<file path="src/rtl/fetch_unit.sv">
// Instruction fetch stage: owns the PC, issues word-aligned requests to instruction memory and
// buffers returned {pc, instr} pairs in a small FIFO feeding the IF/ID register.

`ifndef SYS_ADDR_SPACE
`define SYS_ADDR_SPACE 32
`endif
`ifndef INST_WIDTH
`define INST_WIDTH 32
`endif

module fetch_unit #(
    parameter int unsigned FIFO_DEPTH = 4,
    parameter logic [`SYS_ADDR_SPACE-1:0] RESET_PC = 32'h0000_0000
) (
    input  logic                       clk_i,
    input  logic                       rst_i,
    input  logic                       redirect_i,
    input  logic [`SYS_ADDR_SPACE-1:0] redirect_pc_i,
    output logic                       imem_req_o,
    output logic [`SYS_ADDR_SPACE-1:0] imem_addr_o,
    input  logic                       imem_gnt_i,
    input  logic                       imem_rvalid_i,
    input  logic [`INST_WIDTH-1:0]     imem_rdata_i,
    output logic                       valid_o,
    output logic [`INST_WIDTH-1:0]     instr_o,
    output logic [`SYS_ADDR_SPACE-1:0] pc_o,
    input  logic                       ready_i
);

    localparam int unsigned PtrW = $clog2(FIFO_DEPTH);
    localparam int unsigned CntW = PtrW + 1;
    localparam logic [CntW:0] DepthExt = FIFO_DEPTH[CntW:0];

    logic [`SYS_ADDR_SPACE-1:0] pc_q, pc_d;

    // Instruction buffer: head is read combinationally for the IF/ID register.
    logic [`SYS_ADDR_SPACE-1:0] buf_pc_q    [FIFO_DEPTH];
    logic [`INST_WIDTH-1:0]     buf_instr_q [FIFO_DEPTH];
    logic [PtrW-1:0]            buf_wr_q, buf_rd_q;
    logic [CntW-1:0]            count_q, count_d;

    // PC of every granted request, popped in order as responses return.
    logic [`SYS_ADDR_SPACE-1:0] tag_q [FIFO_DEPTH];
    logic [PtrW-1:0]            tag_wr_q, tag_rd_q;

    logic [CntW-1:0] outstanding_q, outstanding_d;
    logic [CntW-1:0] discard_q, discard_d;

    logic [CntW:0] inflight;
    logic          handshake;
    logic          resp_keep;
    logic          pop;

    logic unused_redirect_lsbs;
    assign unused_redirect_lsbs = ^redirect_pc_i[1:0];

    // The pop of this cycle is not credited, keeping ready_i off the request path.
    always_comb begin
        inflight    = {1'b0, count_q} + {1'b0, outstanding_q};
        imem_req_o  = !rst_i && !redirect_i && (inflight < DepthExt);
        imem_addr_o = pc_q;
        handshake   = imem_req_o && imem_gnt_i;
        resp_keep   = imem_rvalid_i && (discard_q == '0) && !redirect_i;
        valid_o     = (count_q != '0) && !redirect_i;
        pop         = valid_o && ready_i;
        instr_o     = buf_instr_q[buf_rd_q];
        pc_o        = buf_pc_q[buf_rd_q];
    end

    always_comb begin
        pc_d          = pc_q;
        count_d       = count_q;
        discard_d     = discard_q;
        outstanding_d = outstanding_q + CntW'(handshake) - CntW'(imem_rvalid_i);

        if (redirect_i) begin
            pc_d      = {redirect_pc_i[31:2], 2'b00};
            count_d   = '0;
            // A response landing in the redirect cycle is already stale.
            discard_d = outstanding_q - CntW'(imem_rvalid_i);
        end else begin
            if (handshake) begin
                pc_d = pc_q + 32'd4;
            end
            count_d = count_q + CntW'(resp_keep) - CntW'(pop);
            if (imem_rvalid_i && (discard_q != '0)) begin
                discard_d = discard_q - 1'b1;
            end
        end
    end

    always_ff @(posedge clk_i or posedge rst_i) begin
        if (rst_i) begin
            pc_q          <= RESET_PC;
            count_q       <= '0;
            outstanding_q <= '0;
            discard_q     <= '0;
            buf_wr_q      <= '0;
            buf_rd_q      <= '0;
            tag_wr_q      <= '0;
            tag_rd_q      <= '0;
            for (int i = 0; i < FIFO_DEPTH; i++) begin
                buf_pc_q[i]    <= '0;
                buf_instr_q[i] <= '0;
                tag_q[i]       <= '0;
            end
        end else begin
            pc_q          <= pc_d;
            count_q       <= count_d;
            outstanding_q <= outstanding_d;
            discard_q     <= discard_d;

            if (handshake) begin
                tag_q[tag_wr_q] <= pc_q;
                tag_wr_q        <= tag_wr_q + 1'b1;
            end
            if (imem_rvalid_i) begin
                tag_rd_q <= tag_rd_q + 1'b1;
            end

            if (resp_keep) begin
                buf_pc_q[buf_wr_q]    <= tag_q[tag_rd_q];
                buf_instr_q[buf_wr_q] <= imem_rdata_i;
                buf_wr_q              <= buf_wr_q + 1'b1;
            end

            // No response is kept during a redirect, so the write pointer is final here.
            if (redirect_i) begin
                buf_rd_q <= buf_wr_q;
            end else if (pop) begin
                buf_rd_q <= buf_rd_q + 1'b1;
            end
        end
    end

endmodule

</file>
<file path="config.mk">
export PLATFORM = sky130hd
export DESIGN_NAME = fetch_unit
export DESIGN_NICKNAME = d
export VERILOG_FILES = /design/src/rtl/fetch_unit.sv
export SDC_FILE = /design/constraint.sdc
export NUM_CORES = 1
export LEC_CHECK = 0
export CORE_ASPECT_RATIO = 1.75
export CORE_MARGIN = 2
export CORE_UTILIZATION = 58
export DETAILED_ROUTE_END_ITERATION = 10
export HOLD_SLACK_MARGIN = 0.08
export PLACE_DENSITY = 0.82
export SYNTH_ARGS = -nofsm -noshare
export SYNTH_HDL_FRONTEND = slang
export SYNTH_SLANG_ARGS = --single-unit
</file>
<file path="constraint.sdc">
create_clock -name clk_i -period 16.15 [get_ports clk_i]
set_input_delay 3.23 -clock clk_i [delete_from_list [all_inputs] [get_ports clk_i]]
set_output_delay 3.23 -clock clk_i [all_outputs]
set_load 0.1 [all_outputs]
</file>
Word-level counts from Yosys, hierarchy flattened:

Index checks and enable logic that the tools add are counted.

* bits in registers: 433
* bits of input ports: 70
* output and inout port bits: 98
* word-level logic and storage cells: 84

* add/subtract/negate cells: 12
* magnitude comparators: 7
* multiplexer cells: 23
* bitwise logic cells: 4
* reductions and logical operators: 18

Operators by type and width (count)
* 128-bit bitwise mux: 3
* 32-bit 2-to-1 mux: 10
* 32-bit binary-select mux with 2-bit select: 3
* 32-bit demux with 2-bit select: 2
* 32-bit by 3-bit adder with 32-bit output (second input constant): 1
* 3-bit greater-or-equal comparator (second input constant): 4
* 2-bit inverter with 3-bit output: 4
* 1-bit logical AND: 10
* 3-bit 2-to-1 mux: 3
* 3-bit by 1-bit subtractor with 3-bit output: 3
* 2-bit by 1-bit adder with 2-bit output (second input constant): 4
* 3-bit by 1-bit adder with 3-bit output: 2
* 3-bit by 1-bit less-than comparator with 1-bit output (second input constant): 2
* 2-bit nonzero test: 3
* 3-bit nonzero test: 2
* 3-bit by 3-bit adder with 4-bit output: 1
* 4-bit by 3-bit less-than comparator with 1-bit output (second input constant): 1
* 2-bit 2-to-1 mux: 2
* 3-bit logical NOT: 1
* 3-bit by 1-bit subtractor with 3-bit output (second input constant): 1
* 1-bit logical NOT: 2

Depth between registers and ports, before layout:

* word-level depth: 6
* gate-level depth with buffers: 12
* mapped depth without buffers: 12

Least setup slack after synthesis:

OpenSTA, ideal clock, no wires.

* kind: in2out
* from: in redirect_i
* to: out valid_o
* arrival time: 4667 ps
* data required time: 12920 ps
* path slack: 8253 ps
* stages: 2
* path buffers: 1
* cells stage by stage: clkbuf_2 nor2_1

* cells in the longest elaborated chain, start to end: 2

RTL lines
* from (decl): RTL line 17 `input logic redirect_i,`
* 1-bit logical NOT: RTL line 64 `valid_o = (count_q != '0) && !redirect_i;`
* 1-bit logical AND: RTL line 64
* to (decl): RTL line 24 `output logic valid_o,`

Every way passes these cells.

Final worst setup path:

* from: in rst_i
* to: out imem_req_o

* cells in the longest elaborated chain, start to end: 3

RTL lines
* from (decl): RTL line 16 `input logic rst_i,`
* 1-bit logical NOT (no source line)
* 1-bit logical AND (2 in a row): RTL line 60 `imem_req_o = !rst_i && !redirect_i && (inflight < DepthExt);`
* to (decl): RTL line 19 `output logic imem_req_o,`

Every way passes these cells.

==> results.md <==
* Avg Vias per Cell at 6.074
* WP data arrival at 5.28 ns
* Post-route ant nets at 0
* Syn Area/Cell at 15.12 µm²
* Clock H-tree levels at 2
* Drt total wl at 38140 µm
* Routed vias at 10880
* Post-layout nets at 1454
* Pleak at 10.27 nW
* Setup Crit Path Kind: in2out
* Post-synth top flop: dfrtp_1
* CTS root buffer: clkbuf_16
* Final Critical Period at 8.514 ns
* TritonCTS clock tree: built
* # rows at 87
* Clock sink count at 415
* Setup_tns at 0 ns
* Asr flop ratio synth at 1.000
* Initial Utilization at 0.5857
* First-pass GRT wire length at 63360 µm
* Worst Tran Pin Value at 1.110 ns
* Warnings, synthesis at 0
* Worst Setup Start Kind: input port
* CTS clk-pin slew, worst paths at 0.06 ns
* Rel. slew slack at 0.2570
* Seq cells post-synth at 415
* Largest net degree at the start of global routing at 188
* Die X at 139.9 µm
* Syn-to-layout area delta at 16.89%
* Most common cell after layout, fill and taps aside: dfrtp_1
* Clk_lat worst skew at 0.54 ns
* Setup bufs post-CTS at 0
* Post-route DRC at 0
* Reg2reg setup slack at 12.94 ns
* Crit share post-route at 0.5272
* Status: completed
* Post-CTS sizing at 0
* Register area share after synthesis at 0.5540
* Share of layout cells above drive strength 1 at 0.3781
* RSZ-0062 raised after global routing: false
* Commonest cells after routing, fill and taps aside: dfrtp_1, mux2_2, clkdlybuf4s50_1, mux4_2, nand2_1
* Maximum Capacitance Violations at 0
* Initial antenna violation count at 0
* Place WS at 7.645 ns
* Antenna cells at 0
* Final setup fails at 0
* Wire length per cell at 21.29 µm
* Power per cell area at 211.3 nW/µm²
* Hold_buf cts at 0
* Mapped Cells at 1240
* Total GRT Usage at 0.2329
* Vias in the first global route at 11940
* Number of synthesized flops with an enable pin at 0
* Num CTS Buffers at 39
* Die Ht at 241.8 µm
* Clock buffer depth at 3
* Placer congestion estimate at 0.8128
* Max-slew violation count at 0
* GR Overflow Total at 0
* DR iter-0 viols at 543
* Final Skew at 0.009895 ns
* Drt pass-1 iters at 4
* Crit end category: output port
* Worst Path Max Fanout at 2
* Hold Crit Class: reg2reg
* Worst Setup Slack, final at 7.636 ns
* Fill count at 2269
* FMAX at 117.5 MHz
* Critical path data required time at 12.92 ns
* Cell Area, Synth at 18740 µm²
* DP HPWL at 23390 µm
* Worst vdd ir at 188.6 µV
* Core footprint at 32000 µm²
* IO Port Bufs at 161
* Total Power at 4.630 mW
* Yosys cell types at 50
* Hold Violations, Final at 0
* Die area at 33830 µm²
* Top-level I/O count at 168
==> worst paths after layout <==
kind / start / to / cells past startpoint
max: rst_i / imem_req_o / 4
min: tag_q[79]$_DFFE_PP0P_ / tag_q[79]$_DFFE_PP0P_ / 2
max reg2reg: outstanding_q[2]$_DFF_PP0_ / outstanding_q[2]$_DFF_PP0_ / 10
min reg2reg: tag_q[79]$_DFFE_PP0P_ / tag_q[79]$_DFFE_PP0P_ / 2
max in group asynchronous: rst_i / buf_pc_q[20]$_DFFE_PP0P_ / 4
min in group asynchronous: rst_i / imem_addr_o[27]$_DFFE_PP0P_ / 2
==> per-layer routing <==
metal,share of wire,GRT usage,routed length (µm)
met1,0.41,0.2999,15490
met4,0.030,0.07588,1129
met5,0,0,0
met2,0.53,0.4109,20230
met3,0.034,0.02911,1286
==> through the flow <==
stage                     hold WS [ns]    util  cell area [µm²]  cells
after floorplan                 0.4446       -            18760   1243
after CTS                       0.4808  0.6846            21910   1791
after detailed placement        0.4669  0.6429            20580   1722
final                           0.4861  0.6846            21910   1791
after global routing            0.4946  0.6846            21910   1791
after global placement          0.4556  0.6429            20580   1722
==> where the power goes <==
group          switching [mW]  internal, mW  total, mW
combinational            1.21         0.776       1.98
clock                   0.383         0.569      0.952
sequential              0.250          1.45       1.69
==> synthesized netlist by cell type, types with 4 or more instances <==
cell	number	area share
a21o_1	4	0.0016
a21oi_1	6	0.0016
a221o_1	6	0.0032
a31oi_1	5	0.0017
and2_1	5	0.0017
and3_1	7	0.0023
buf_1	6	0.0012
buf_2	34	0.0091
buf_4	7	0.0028
clkbuf_1	45	0.0090
dfrtp_1	415	0.55
ha_1	19	0.013
inv_1	17	0.0034
mux2_1	22	0.013
mux2_2	342	0.21
mux2i_1	6	0.0032
mux4_2	92	0.11
nand2_1	56	0.011
nand3_1	18	0.0048
nand3b_1	4	0.0016
nand4_1	10	0.0033
nor2_1	17	0.0034
nor2b_1	7	0.0023
nor3_1	6	0.0016
o211ai_1	9	0.0036
o21ai_0	23	0.0061
o311ai_0	4	0.0019
xnor2_1	7	0.0033
xor2_1	5	0.0023
==> registers in the layout, indices dropped and copies added, names as in the netlist <==
name	flops
discard_q	3
imem_addr_o	30
buf_rd_q	2
count_q	3
buf_pc_q	120
tag_q	120
tag_wr_q	2
tag_rd_q	2
buf_instr_q	128
buf_wr_q	2
outstanding_q	3
==> layout make-up <==
type                    instances  area (µm²)  area share
clock buffers                  59        1184     0.05402
flip-flops and latches        415       10390      0.4742
well taps                     400       500.5     0.02284
inverters                      17       71.32    0.003255
repair buffers                174        1717     0.07835
clock inverters                10       150.1    0.006853
multi-input cells             716        7898      0.3605
==> worst max-delay path, stage by stage <==
cell and delay (ns):
clkdlybuf4s50_1 0.51, nor3_1 0.23, and3_1 0.18, clkdlybuf4s50_1 1.12
==> logic make-up after synthesis <==
family / synth area share
compound gates: 0.02436
xor+xnor: 0.005607
fa+ha+maj: 0.01482
buf+inv: 0.02630
flops: 0.5540
mux: 0.3324
other cells: 0.0002001
simple gates: 0.04225
Power figures use the tool's default switching activity.
